`config.mk`:
```
export PLATFORM = sky130hd
export DESIGN_NAME = phase_seq_gen_flat
export DESIGN_NICKNAME = d
export VERILOG_FILES = /design/src/rtl/phase_seq_gen_if.sv /design/src/rtl/phase_seq_gen.sv /design/src/flat_wrapper.sv
export SDC_FILE = /design/constraint.sdc
export NUM_CORES = 1
export LEC_CHECK = 0
export BUFFER_PORTS_ARGS = -buffer_cell sky130_fd_sc_hd__buf_2
export CORE_ASPECT_RATIO = 1.5
export CORE_MARGIN = 1
export CORE_UTILIZATION = 46
export CTS_CLUSTER_SIZE = 40
export DETAILED_ROUTE_END_ITERATION = 8
export GPL_TIMING_DRIVEN = 0
export PLACE_DENSITY = 0.65
export SYNTH_ARGS = -nofsm -noshare
export SYNTH_HDL_FRONTEND = slang
export SYNTH_SLANG_ARGS = --single-unit
```
`constraint.sdc`:
```
create_clock -name clk -period 6.8 [get_ports clk]
set_input_delay 0.68 -clock clk [delete_from_list [all_inputs] [get_ports clk]]
set_output_delay 0.68 -clock clk [all_outputs]
set_load 0.05 [all_outputs]
```
`src/rtl/phase_seq_gen_if.sv`:
```
// ---------------------------------------------------------------------------
// phase_seq_gen_if
//   Bundles the control, table-configuration and output signals of
//   phase_seq_gen.  clk and rst_n stay plain ports on the sequencer.
//
//   Optional feature macro: PHASE_SEQ_PAUSE_EN (adds the pause signal).
//
//   Signals (direction seen from the sequencer, i.e. the slave modport):
//     en         in   tick strobe
//     start      in   begin run at phase 0 (acted on in IDLE only)
//     stop       in   abort run, return to IDLE
//     loop_mode  in   1: wrap last phase to phase 0, 0: one-shot
//     cfg_we     in   table write strobe
//     cfg_addr   in   table entry index          [AW-1:0]
//     cfg_dwell  in   dwell ticks for entry      [CW-1:0]
//     cfg_d0     in   dout0 code for entry       [DW-1:0]
//     cfg_d1     in   dout1 code for entry       [DW-1:0]
//     pause      in   hold run (PHASE_SEQ_PAUSE_EN only)
//     busy       out  high while not IDLE
//     phase      out  current phase index        [AW-1:0]
//     dout0      out  output code 0              [DW-1:0]
//     dout1      out  output code 1              [DW-1:0]
//     done       out  one-cycle pulse on one-shot completion
// ---------------------------------------------------------------------------
interface phase_seq_gen_if #(
  parameter int PHASES = 5,
  parameter int DW     = 2,
  parameter int CW     = 3
);
  localparam int AW = (PHASES > 1) ? $clog2(PHASES) : 1;

  logic          en;
  logic          start;
  logic          stop;
  logic          loop_mode;
  logic          cfg_we;
  logic [AW-1:0] cfg_addr;
  logic [CW-1:0] cfg_dwell;
  logic [DW-1:0] cfg_d0;
  logic [DW-1:0] cfg_d1;
`ifdef PHASE_SEQ_PAUSE_EN
  logic          pause;
`endif
  logic          busy;
  logic [AW-1:0] phase;
  logic [DW-1:0] dout0;
  logic [DW-1:0] dout1;
  logic          done;

  modport master (
`ifdef PHASE_SEQ_PAUSE_EN
    output pause,
`endif
    output en, start, stop, loop_mode,
    output cfg_we, cfg_addr, cfg_dwell, cfg_d0, cfg_d1,
    input  busy, phase, dout0, dout1, done
  );

  modport slave (
`ifdef PHASE_SEQ_PAUSE_EN
    input  pause,
`endif
    input  en, start, stop, loop_mode,
    input  cfg_we, cfg_addr, cfg_dwell, cfg_d0, cfg_d1,
    output busy, phase, dout0, dout1, done
  );
endinterface

```
`src/rtl/phase_seq_gen.sv`:
```
// ---------------------------------------------------------------------------
// phase_seq_gen
//   Multi-phase output sequencer.  Steps through PHASES table entries, each
//   held for a programmable number of en ticks, and drives two registered
//   DW-bit codes per phase.  One-shot or looping runs, start/stop control,
//   one-cycle done pulse at the end of a one-shot run.
//
//   Optional feature macro: PHASE_SEQ_PAUSE_EN
//     defined   : bus.pause exists; RUN & pause -> PAUSE, everything frozen
//     undefined : no pause input, RUN never freezes
//
//   Ports:
//     clk    in  system clock
//     rst_n  in  asynchronous active-low reset (also reinitialises table)
//     bus    phase_seq_gen_if.slave: en/start/stop/loop_mode, cfg_* table
//            write port, busy/phase/dout0/dout1/done outputs
// ---------------------------------------------------------------------------
module phase_seq_gen #(
  parameter int PHASES = 5,
  parameter int DW     = 2,
  parameter int CW     = 3
) (
  input  logic           clk,
  input  logic           rst_n,
  phase_seq_gen_if.slave bus
);

  localparam int AW = (PHASES > 1) ? $clog2(PHASES) : 1;
  localparam logic [AW-1:0] LAST_PHASE = AW'(PHASES - 1);

  typedef enum logic [1:0] {
    S_IDLE  = 2'd0,
    S_RUN   = 2'd1,
    S_PAUSE = 2'd2
  } state_t;

  // Phase table
  logic [CW-1:0] dwell_tbl [PHASES];
  logic [DW-1:0] d0_tbl    [PHASES];
  logic [DW-1:0] d1_tbl    [PHASES];

  // Sequencer state
  state_t        state_q,  state_d;
  logic [AW-1:0] phase_q,  phase_d;
  logic [CW-1:0] cnt_q,    cnt_d;
  logic [DW-1:0] dout0_q,  dout0_d;
  logic [DW-1:0] dout1_q,  dout1_d;
  logic          done_q,   done_d;

  logic          tbl_wr;
  logic [CW-1:0] dwell_cur;
  logic [CW-1:0] last_cnt;
  logic          phase_end;
  logic          pause_req;

`ifdef PHASE_SEQ_PAUSE_EN
  assign pause_req = bus.pause;
`else
  assign pause_req = 1'b0;
`endif

  // ---- table write port --------------------------------------------------
  // Writes are accepted only while idle so a running pattern never changes
  // underneath itself; out-of-range addresses are dropped.
  assign tbl_wr = bus.cfg_we && (state_q == S_IDLE) &&
                  (int'(bus.cfg_addr) < PHASES);

  always_ff @(posedge clk or negedge rst_n) begin
    if (!rst_n) begin
      for (int i = 0; i < PHASES; i++) begin
        dwell_tbl[i] <= CW'(1);
        d0_tbl[i]    <= '0;
        d1_tbl[i]    <= '0;
      end
    end else if (tbl_wr) begin
      dwell_tbl[bus.cfg_addr] <= bus.cfg_dwell;
      d0_tbl[bus.cfg_addr]    <= bus.cfg_d0;
      d1_tbl[bus.cfg_addr]    <= bus.cfg_d1;
    end
  end

  // ---- dwell terminal count ----------------------------------------------
  // A stored dwell of 0 behaves as 1, so the terminal count is 0 in both
  // cases and the counter can never run past dwell-1 (no wrap).
  assign dwell_cur = dwell_tbl[phase_q];
  assign last_cnt  = (dwell_cur == '0) ? '0 : (dwell_cur - CW'(1));
  assign phase_end = bus.en && (cnt_q == last_cnt);

  // ---- next-state / next-output logic ------------------------------------
  always_comb begin
    state_d = state_q;
    phase_d = phase_q;
    cnt_d   = cnt_q;
    done_d  = 1'b0;

    case (state_q)
      S_IDLE: begin
        // start together with stop keeps the sequencer idle
        if (bus.start && !bus.stop) begin
          state_d = S_RUN;
          phase_d = '0;
          cnt_d   = '0;
        end
      end

      S_RUN: begin
        // stop has priority over pause and over any phase end
        if (bus.stop) begin
          state_d = S_IDLE;
          phase_d = '0;
          cnt_d   = '0;
        end else if (pause_req) begin
          state_d = S_PAUSE;
        end else if (phase_end) begin
          cnt_d = '0;
          if (phase_q != LAST_PHASE) begin
            phase_d = phase_q + AW'(1);
          end else if (bus.loop_mode) begin
            phase_d = '0;
          end else begin
            state_d = S_IDLE;
            phase_d = '0;
            done_d  = 1'b1;
          end
        end else if (bus.en) begin
          cnt_d = cnt_q + CW'(1);
        end
      end

      S_PAUSE: begin
        // counter and phase are frozen; ticks are ignored here
        if (bus.stop) begin
          state_d = S_IDLE;
          phase_d = '0;
          cnt_d   = '0;
        end else if (!pause_req) begin
          state_d = S_RUN;
        end
      end

      default: begin
        state_d = S_IDLE;
        phase_d = '0;
        cnt_d   = '0;
      end
    endcase

    // Codes follow the phase on the same edge and are forced to zero in IDLE.
    if (state_d == S_IDLE) begin
      dout0_d = '0;
      dout1_d = '0;
    end else begin
      dout0_d = d0_tbl[phase_d];
      dout1_d = d1_tbl[phase_d];
    end
  end

  // ---- state / output registers ------------------------------------------
  always_ff @(posedge clk or negedge rst_n) begin
    if (!rst_n) begin
      state_q <= S_IDLE;
      phase_q <= '0;
      cnt_q   <= '0;
      dout0_q <= '0;
      dout1_q <= '0;
      done_q  <= 1'b0;
    end else begin
      state_q <= state_d;
      phase_q <= phase_d;
      cnt_q   <= cnt_d;
      dout0_q <= dout0_d;
      dout1_q <= dout1_d;
      done_q  <= done_d;
    end
  end

  assign bus.busy  = (state_q != S_IDLE);
  assign bus.phase = phase_q;
  assign bus.dout0 = dout0_q;
  assign bus.dout1 = dout1_q;
  assign bus.done  = done_q;

endmodule
```
`src/flat_wrapper.sv`:
```
// flat-port wrapper written by rule: the top's interface ports become plain ports
module phase_seq_gen_flat 
#(
  parameter int PHASES = 5,
  parameter int DW     = 2,
  parameter int CW     = 3
)
  (clk, rst_n, bus_en, bus_start, bus_stop, bus_loop_mode, bus_cfg_we, bus_cfg_addr, bus_cfg_dwell, bus_cfg_d0, bus_cfg_d1, bus_busy, bus_phase, bus_dout0, bus_dout1, bus_done);
  phase_seq_gen_if #(.PHASES(PHASES), .DW(DW), .CW(CW)) bus_i ();
  input  logic clk;
  input  logic rst_n;
  input wire logic [$bits(bus_i.en)-1:0] bus_en;
  input wire logic [$bits(bus_i.start)-1:0] bus_start;
  input wire logic [$bits(bus_i.stop)-1:0] bus_stop;
  input wire logic [$bits(bus_i.loop_mode)-1:0] bus_loop_mode;
  input wire logic [$bits(bus_i.cfg_we)-1:0] bus_cfg_we;
  input wire logic [$bits(bus_i.cfg_addr)-1:0] bus_cfg_addr;
  input wire logic [$bits(bus_i.cfg_dwell)-1:0] bus_cfg_dwell;
  input wire logic [$bits(bus_i.cfg_d0)-1:0] bus_cfg_d0;
  input wire logic [$bits(bus_i.cfg_d1)-1:0] bus_cfg_d1;
  output wire logic [$bits(bus_i.busy)-1:0] bus_busy;
  output wire logic [$bits(bus_i.phase)-1:0] bus_phase;
  output wire logic [$bits(bus_i.dout0)-1:0] bus_dout0;
  output wire logic [$bits(bus_i.dout1)-1:0] bus_dout1;
  output wire logic [$bits(bus_i.done)-1:0] bus_done;
  assign bus_i.en = bus_en;
  assign bus_i.start = bus_start;
  assign bus_i.stop = bus_stop;
  assign bus_i.loop_mode = bus_loop_mode;
  assign bus_i.cfg_we = bus_cfg_we;
  assign bus_i.cfg_addr = bus_cfg_addr;
  assign bus_i.cfg_dwell = bus_cfg_dwell;
  assign bus_i.cfg_d0 = bus_cfg_d0;
  assign bus_i.cfg_d1 = bus_cfg_d1;
  assign bus_busy = bus_i.busy;
  assign bus_phase = bus_i.phase;
  assign bus_dout0 = bus_i.dout0;
  assign bus_dout1 = bus_i.dout1;
  assign bus_done = bus_i.done;
  phase_seq_gen #(.PHASES(PHASES), .DW(DW), .CW(CW)) u_core (.clk(clk), .rst_n(rst_n), .bus(bus_i));
endmodule
```
# Word level (Yosys, flattened, before mapping)
# Index checks and enable logic that the tools add are counted.
# totals
mem_count	0
inputBits	17
latchBits	0
mem_bits_ro	0
mem_bits_rw	0
wordCells	93
ff_bits	48
output_inout_bits	9
# classes
mux	43
n_div	0
n_eq_ne	7
reduce_logical	11
shift	0
order_cmp	5
n_bitwise	3
multipliers	0
n_addsub	3
# op_table
operator	count
two-way mux 3 bit	14
two-way mux 2 bit	12
bitwise mux 10 bit	2
case mux 3 bit (3 select lines)	2
bitwise mux 15 bit	1
binary-select mux 2 bit (select 3 bit)	2
greater-or-equal comparator 4 bit (second input constant)	3
NOT 3 -> 4 bit	3
binary-select mux 3 bit (select 3 bit)	1
demux 3 bit (select 3 bit)	1
adder 3 x 1 -> 3 bit (second input constant)	2
demux 2 bit (select 3 bit)	1
two-way mux 1 bit	6
case mux 2 bit (3 select lines)	1
logical AND 1 bit	5
zero test 2 bit	2
< comparator 4 x 1 -> 1 bit (second input constant)	1
inequality test 2 bit (second input constant)	2
inequality test 4 x 3 -> 1 bit (second input constant)	1
equality test 3 bit	1
zero test 3 bit	1
< comparator 3 bit (second input constant)	1
inequality test 3 bit (second input constant)	1
AND reduction 3 bit	1
5 further kinds	5

# Depth between registers and ports, before layout
# Gate-level depths: netlist of the first run.
# depth
depth_word	16
depth_mapped	13
depth_no_buf	11

# Worst setup path before layout of the first run
# Ideal clock, no wire load.
# synth_timing
path_type	register to register
from	reg u_core.phase_q[2] (netlist: u_core.bus.phase[2])
to	reg u_core.dout1_q[0] (netlist: u_core.bus.dout1[0])
setup_slack_ns	3.489
period_less_slack_ns	3.311
arrival_time_ns	3.212
path_stages_with_launch	12
path_cell_list	dfrtp_1 buf_6 or4b_1 o31a_1 a211o_1 mux2i_4 xor2_2 a21oi_2 and3_1 a211o_1 or3_1 a311oi_1
# synth_between
elab_chain_len	16
elab_cells_between_ends	27
# synth_rtl
element	line_no	text
from (decl)	phase_seq_gen.sv:44	logic [AW-1:0] phase_q, phase_d;
from (signal assigned)	phase_seq_gen.sv:169	phase_q <= phase_d;
NOT 3 -> 4 bit (not written as such)	phase_seq_gen.sv:85	assign dwell_cur = dwell_tbl[phase_q];
binary-select mux 3 bit (select 3 bit)	phase_seq_gen.sv:85	
two-way mux 3 bit (not written as such) (2 in series)	phase_seq_gen.sv:85	
subtractor 3 x 1 -> 3 bit / zero test 3 bit (equally long branches)	phase_seq_gen.sv:86	assign last_cnt = (dwell_cur == '0) ? '0 : (dwell_cur - CW'(1));
two-way mux 3 bit	phase_seq_gen.sv:86	
equality test 3 bit	phase_seq_gen.sv:87	assign phase_end = bus.en && (cnt_q == last_cnt);
logical AND 1 bit	phase_seq_gen.sv:87	
two-way mux 3 bit	phase_seq_gen.sv:114	end else if (phase_end) begin
two-way mux 3 bit	phase_seq_gen.sv:108	if (bus.stop) begin
case mux 3 bit (3 select lines) *	phase_seq_gen.sv:96	case (state_q)
via u_core.phase_d[2]	phase_seq_gen.sv:44	
NOT 3 -> 4 bit (not written as such) *	phase_seq_gen.sv:154	dout1_d = d1_tbl[phase_d];
binary-select mux 2 bit (select 3 bit) *	phase_seq_gen.sv:154	
two-way mux 2 bit (not written as such) * (2 in series)	phase_seq_gen.sv:154	
two-way mux 2 bit *	phase_seq_gen.sv:149	if (state_d == S_IDLE) begin
via u_core.dout1_d[0]	phase_seq_gen.sv:47	logic [DW-1:0] dout1_q, dout1_d;
to (signal assigned)	phase_seq_gen.sv:172	dout1_q <= dout1_d;
to (decl)	phase_seq_gen.sv:47	
# The timed path passes the listed nets; every way through them passes the cells marked *. The select of a mux whose other input is x is not followed.
# A chain may end at the register's enable or synchronous reset.

# Worst setup path after layout of the first run
# layout_timing
from	reg u_core.phase_q[1] (netlist: u_core.bus.phase[1])
to	reg u_core.dout0_q[1] (netlist: u_core.bus.dout0[1])
# layout_between
elab_chain_len	16
elab_cells_between_ends	27
# layout_rtl
element	line_no	text
NOT 3 -> 4 bit (not written as such)	phase_seq_gen.sv:85	
binary-select mux 3 bit (select 3 bit)	phase_seq_gen.sv:85	
two-way mux 3 bit (not written as such) (2 in series)	phase_seq_gen.sv:85	
subtractor 3 x 1 -> 3 bit / zero test 3 bit (equally long branches)	phase_seq_gen.sv:86	
two-way mux 3 bit	phase_seq_gen.sv:86	
equality test 3 bit	phase_seq_gen.sv:87	
logical AND 1 bit	phase_seq_gen.sv:87	
two-way mux 3 bit *	phase_seq_gen.sv:114	
two-way mux 3 bit *	phase_seq_gen.sv:108	
case mux 3 bit (3 select lines) *	phase_seq_gen.sv:96	
via u_core.phase_d[0]	phase_seq_gen.sv:44	
NOT 3 -> 4 bit (not written as such) *	phase_seq_gen.sv:153	dout0_d = d0_tbl[phase_d];
binary-select mux 2 bit (select 3 bit) *	phase_seq_gen.sv:153	
two-way mux 2 bit (not written as such) * (2 in series)	phase_seq_gen.sv:153	
two-way mux 2 bit *	phase_seq_gen.sv:149	
via u_core.dout0_d[1]	phase_seq_gen.sv:46	logic [DW-1:0] dout0_q, dout0_d;
to (signal assigned)	phase_seq_gen.sv:171	dout0_q <= dout0_d;
to (decl)	phase_seq_gen.sv:46	
# Marked as above.

==> results of run 1 <==
kinds of logic after synthesis:
logic type,Yosys count
AOI/OAI and AO/OA,36
xor gates and xnor gates,1
adders and majority gates,3
buffers and inverters,13
DFF,48
muxes,53
other,1
and+or+nand+nor,56
state kept, by name, indices dropped and copies added, names as in the netlist:
register / cells
u_core.bus.done: 1
u_core.bus.dout0: 2
u_core.bus.dout1: 2
u_core.bus.phase: 3
u_core.cnt_q: 3
u_core.d0_tbl: 10
u_core.d1_tbl: 10
u_core.dwell_tbl: 15
u_core.state_q: 2
power by group through the flow:
stage / Combinational (mW) / Sequential, mW / Clock [mW]
2_1_floorplan: 0.121 / 0.382 / 0
3_3_place_gp: 0.165 / 0.377 / 0
3_5_place_dp: 0.167 / 0.380 / 0
4_1_cts: 0.168 / 0.374 / 0.179
5_1_grt: 0.183 / 0.382 / 0.188
6_report: 0.166 / 0.374 / 0.169
final timing paths:
| path | to |
|---|---|
| min in group asynchronous | u_core.state_q[1]$_DFF_PN0_ |
| setup / recovery | u_core.bus.dout0[1]$_DFF_PN0_ |
| hold / removal | u_core.d1_tbl[2]$_DFFE_PN0P_ |
| hold reg to reg | u_core.d1_tbl[2]$_DFFE_PN0P_ |
| setup reg to reg | u_core.bus.dout0[1]$_DFF_PN0_ |
| max in group asynchronous | u_core.dwell_tbl[5]$_DFFE_PN0P_ |
per-layer routing:
metal	track usage, %	routed length [µm]
met3	3.667	155
met4	6.852	40
met1	22.15	2016
met5	0	0
met2	33.51	2607
synth_stat cells (all sizes together) (2+ instances only):
library cell   n  area, µm²
nand2         15      56.30
a211oi         3      22.52
mux2i         17      182.7
nand2b         2      12.51
nand4          2      12.51
buf            5      31.28
dfstp          5      131.4
nor2          16      60.06
nor4           2      12.51
nand3b         4      30.03
a211o          3      26.28
or2            2      12.51
nor3b          2      15.01
a21o           3      22.52
ha             3      37.54
a21oi          8      43.79
a22o           3      26.28
and3           2      12.51
inv            7      26.28
dfrtp         43       1076
nor3           2      10.01
mux2          36      405.4
and2           2      12.51
o21ai          4      20.02
area by class of cell:
type / instances / area share [%]
Sequential cell: 48 / 43.63
Multi-Input combinational cell: 150 / 43.31
Timing Repair Buffer: 25 / 4.521
Tap cell: 68 / 3.074
Clock buffer: 5 / 2.486
Buffer: 6 / 1.266
Inverter: 7 / 0.9494
Clock inverter: 3 / 0.7685
worst max-delay path: cells and delay by family (launching register included):
kind,cells,cell delay [ns]
AO/OA/AOI/OAI,5,1.48
buffers and inverters,2,0.57
flip-flops,1,0.47
multiplexers,3,0.43
AND/OR/NAND/NOR,2,0.40
==> flow_metrics.tcl, run 1 <==
set metrics [dict create \
    outcome "finished, final reports clean" \
    synth.area.mux_share_pct 23.83 \
    root_buffer "clkbuf_8" \
    p_sw_share_pct 29.44 \
    worst-r2r-cell-count 12 \
    synth_fa_ha_area_share_pct 1.521 \
    die-height_um 91.70 \
    syn-cell-area_mm2 0.002467 \
    grt_antenna_before_repair 0 \
    synthArstFlopShare_pct 100.0 \
    synth-seq-area-share_pct 48.94 \
    insertion_delay_ns 0.30 \
    critPathKind "register to register" \
    syn_nets 231 \
    period_needed_ns 3.457 \
    routabilityCongestion 0.7904 \
    ys_ff_latch 48 \
    synth_edf_count 0 \
    overflow 0 \
    port_buffers 25 \
    synth_compound_area_share_pct 10.85 \
    rows 32 \
    tritoncts "yes" \
    critPathLaunchType "register" \
    synth_xor_xnor_area_share_pct 0.6592 \
    cts_hold_buf 0 \
    placedCellCount 304 \
    grtUsageTotal_pct 19.12 \
    dpl-instance-area_mm2 0.002678 \
    worst_slack_ns 3.343 \
    post-route-period-util_pct 50.84 \
    pin_count 26 \
    maxCapViolations 0 \
    cts-htree-levels 2 \
    synth.avg_cell_area_um2 11.69 \
    final_util_pct 53.59 \
    critPathMaxFanout 10 \
    synth_top_family_by_area "multiplexers" \
    powerDensity_mw_per_mm2 256.3 \
    design_area_mm2 0.002768 \
    combPwrFrac_pct 23.4 \
    post-dp-hpwl_um 3547 \
    clockBufferDepth 2 \
    layout-drive-gt1-share_pct 34.84 \
    hold_start "u_core.d1_tbl[2]$_DFFE_PN0P_" \
    yosys_warnings 0 \
    crit_arrival_ns 3.64 \
    p_switching_mw 0.2088 \
    start_util_pct 47.77 \
    mostFrequentLayoutCells "dfrtp_1 (43), mux2_2 (36), buf_2 (29)" \
    via_per_inst 5.478 \
    worstSetupEndpointType "register" \
    hold_depth 1 \
    reg2reg_from "u_core.bus.phase[1]$_DFF_PN0_" \
    vias 1709 \
    multi_input_area_mm2 0.001199 \
    ys_types 47 \
    fin_skew_ns 0.006649 \
    crit_start "u_core.bus.phase[1]$_DFF_PN0_" \
    post-place-ws_ns 3.418 \
    syn_inst 211 \
    finalSetupViolations 0 \
    grt_max_degree 49 \
    remaining_drc_errors 0 \
    die_w_um 61.80 \
    grt_pass1_vias 1677 \
    nets 263 \
    drt-initial-drc-count 100 \
    nFillCells 470 \
    antenna_cells 0 \
    seq_area_mm2 0.001207 \
    grt_first_pass_wirelength_um 7852 \
    clock_power_share_pct 23.8 \
    fin_tns_setup_ns 0 \
    cts_sinks 48 \
    cts.clk_slew.worst_paths_ns 0.09 \
    peakVddDrop_v 0.0001578 \
    p_leak_nw 1.248 \
    critPathMostFrequentCell "mux2i_1" \
    worst_slew_pin_slew_ns 1.040 \
    rrSetupSlack_ns 3.34 \
    numCtsBuffers 5 \
    rsz0062_at_grt "no" \
    design.die.area_mm2 0.005667 \
    power_mw 0.7094 \
    synth_simple_gate_area_share_pct 11.56 \
    cts.repair.resized 0 \
    timing.hold.ws_ns 0.5097 \
    relSlewSlack_pct 30.67 \
    hold_violations 0 \
    ant_nets 0 \
    required_ns 6.98 \
    final_common_cell "dfrtp_1" \
    ys.flop_type "dfrtp_1" \
    wl_per_cell_um 15.45 \
    worst_path_largest_cell_delay_ns 0.49 \
    hold_path_class "register to register" \
    cp_slowest_cell "a211oi_1" \
    critical_path.cell_chain "buf_2 > mux2i_1 > a211oi_1 > nor2_1 > o2bb2ai_1 > nand4b_1 > a2111o_1 > o211ai_1 > buf_2 > mux2i_1 > mux2i_1 > a22o_1" \
    power_frac_seq_pct 52.7 \
    dr.pass1.iters 4 \
    wl_um 4820 \
    final_max_slew_viol_count 0 \
    postCtsSetupBuffers 0 \
    timing.fmax_ghz 0.2893 \
    area_growth_pct 12.17 \
    instances_no_fill 312 \
    p_int_mw 0.5006 \
    core_area_mm2 0.005165 \
]
No activity file was read; power rests on OpenSTA's default activity.
==> inputs of run 2 (changes only) <==
==> constraint.sdc (replaced) <==
create_clock -name clk -period 3.25 [get_ports clk]
set_input_delay 0.325 -clock clk [delete_from_list [all_inputs] [get_ports clk]]
set_output_delay 0.325 -clock clk [all_outputs]
set_load 0.05 [all_outputs]
==> flow_metrics.tcl, run 2 (same netlist as run 1, synthesis figures left out) <==
set metrics [dict create \
    die-height_um 91.70 \
    outcome "finished, final reports clean" \
    area_growth_pct 17.04 \
    met3_length_um 117 \
    via_per_inst 5.365 \
    clockBufferDepth 2 \
    routabilityCongestion 0.8059 \
    grt_max_degree 49 \
    cp_slowest_cell "or4b_4" \
    powerDensity_mw_per_mm2 558.4 \
    worst-r2r-cell-count 12 \
    pin_count 26 \
    hold_depth 2 \
    cts-htree-levels 2 \
    worst_slew_pin_slew_ns 1.046 \
    timing.hold.ws_ns 0.1771 \
    overflow 0 \
    grt_pass1_vias 1699 \
    hold_start "bus_loop_mode" \
    post-dp-hpwl_um 3552 \
    clock_power_share_pct 27.4 \
    power_frac_seq_pct 48.5 \
    cts_sinks 48 \
    drt-met1-wl_um 2196 \
    p_int_mw 1.154 \
    relSlewSlack_pct 30.29 \
    grt_first_pass_wirelength_um 7928 \
    port_buffers 25 \
    reg.largest.list "u_core.dwell_tbl x15, u_core.d0_tbl x10, u_core.d1_tbl x10" \
    worst_path_largest_cell_delay_ns 0.54 \
    nets 269 \
    p_sw_share_pct 28.40 \
    tritoncts "yes" \
    critPathMaxFanout 7 \
    dr.pass1.iters 4 \
    rows 32 \
    hold_violations 0 \
    wl_met2_um 2568 \
    crit_arrival_ns 3.33 \
    finalSetupViolations 0 \
    ant_nets 0 \
    r2r_end "u_core.bus.dout1[1]$_DFF_PN0_" \
    numCtsBuffers 5 \
    remaining_drc_errors 0 \
    cts.clk_slew.worst_paths_ns 0.10 \
    p_leak_nw 1.287 \
    grtUsageTotal_pct 19.22 \
    p_switching_mw 0.4580 \
    post-route-period-util_pct 96.49 \
    dpl-instance-area_mm2 0.002679 \
    wl_per_cell_um 15.60 \
    design_area_mm2 0.002888 \
    timing.fmax_ghz 0.3189 \
    root_buffer "clkbuf_8" \
    critPathLaunchType "register" \
    combPwrFrac_pct 24.1 \
    mostFrequentLayoutCells "dfrtp_1 (40), mux2_2 (36), buf_2 (26)" \
    worstSetupEndpointType "register" \
    grt_antenna_before_repair 0 \
    maxCapViolations 0 \
    rrSetupSlack_ns 0.11 \
    antenna_cells 0 \
    regMostFlops "u_core.dwell_tbl" \
    start_util_pct 47.77 \
    final_util_pct 55.91 \
    fin_skew_ns 0.01256 \
    vias 1706 \
    cts_hold_buf 0 \
    critical_path.cell_chain "or4b_4 > o31a_1 > a211o_1 > mux2i_4 > xor2_2 > buf_4 > a2111o_1 > o211ai_1 > buf_6 > mux2i_1 > mux2i_1 > a22o_1" \
    wl_um 4962 \
    die_w_um 61.80 \
    period_needed_ns 3.136 \
    critPathKind "register to register" \
    hold_path_class "input port to register" \
    drt-initial-drc-count 70 \
    highest_layer "met4" \
    critPathMostFrequentCell "mux2i_1" \
    reg2reg_from "u_core.bus.phase[0]$_DFF_PN0_" \
    final_common_cell "dfrtp_1" \
    design.die.area_mm2 0.005667 \
    required_ns 3.44 \
    final_max_slew_viol_count 0 \
    insertion_delay_ns 0.31 \
    largest_reg_flops 15 \
    layout-drive-gt1-share_pct 41.20 \
    core_area_mm2 0.005165 \
    min_to "u_core.bus.done$_DFF_PN0_" \
    peakVddDrop_v 0.0003823 \
]
==> run 2: critical path, delay by kind of cell, from the launching register on <==
family / cells / cell delay, ns
AOI/OAI and AO/OA: 5 / 1.08
and+or+nand+nor: 1 / 0.54
DFF: 1 / 0.47
muxes: 3 / 0.46
buffers and inverters: 2 / 0.34
xor gates and xnor gates: 1 / 0.12
==> run 2: repair_timing <==
item,CTS,global route
pin swaps,2,11
gates cloned,0,1
gates resized for setup,2,14
setup endpoints to repair,4,4
endpoints found under the hold margin,0,0
setup buffers,1,5
==> run 2: power by group through the flow <==
stage	sequential (mW)	clock [mW]	combinational, mW
after CTS	0.781	0.451	0.362
after global routing	0.798	0.473	0.426
after floorplan	0.799	0	0.254
final	0.782	0.442	0.389
after global placement	0.788	0	0.345
after detailed placement	0.793	0	0.351
==> run 2: through the flow <==
| step | setup WS (ns) | TNS, ns | std cells | total power [mW] |
|---|---|---|---|---|
| 4_1_cts | 0.01982 | 0 | 313 | 1.593 |
| 3_5_place_dp | -0.1793 | -0.6240 | 304 | 1.144 |
| 3_3_place_gp | -0.1545 | -0.5317 | 304 | 1.133 |
| 6_report | 0.1142 | 0 | 318 | 1.612 |
| 5_1_grt | -0.01704 | -0.03688 | 318 | 1.697 |
| 2_1_floorplan | 0.02216 | 0 | 211 | 1.052 |
==> run 2: metal layers <==
| metal | up-vias | GRT usage [%] |
|---|---|---|
| met2 | 22 | 33.69 |
| met5 | - | 0 |
| met1 | 835 | 22.40 |
| met4 | 0 | 7.037 |
| met3 | 6 | 3.385 |
| li1 | 843 | - |
==> run 2: layout make-up <==
cell class                 instances  area [µm²]
multi-input combinational        150        1237
inverter                           7       26.28
fill                             454        2277
tap                               68       85.08
buffer                             5       35.03
clock inverter                     3       46.29
timing repair buffer              32       177.7
sequential                        48        1211
clock buffer                       5       68.82
==> run 2: worst max-delay path by stage <==
stage | start | cells after the start | slack [ns] | end
finish | u_core.bus.phase[0]$_DFF_PN0_ | 12 | 0.11 | u_core.bus.dout1[1]$_DFF_PN0_
global route | u_core.bus.phase[1]$_DFF_PN0_ | 13 | -0.02 | u_core.bus.dout0[0]$_DFF_PN0_
CTS | u_core.bus.phase[2]$_DFF_PN0_ | 11 | 0.02 | u_core.bus.dout1[0]$_DFF_PN0_
detailed placement | u_core.bus.phase[1]$_DFF_PN0_ | 12 | -0.18 | u_core.bus.dout1[1]$_DFF_PN0_
global placement | u_core.bus.phase[1]$_DFF_PN0_ | 12 | -0.15 | u_core.bus.dout1[1]$_DFF_PN0_
floorplan | u_core.bus.phase[0]$_DFF_PN0_ | 10 | 0.02 | u_core.bus.dout1[0]$_DFF_PN0_
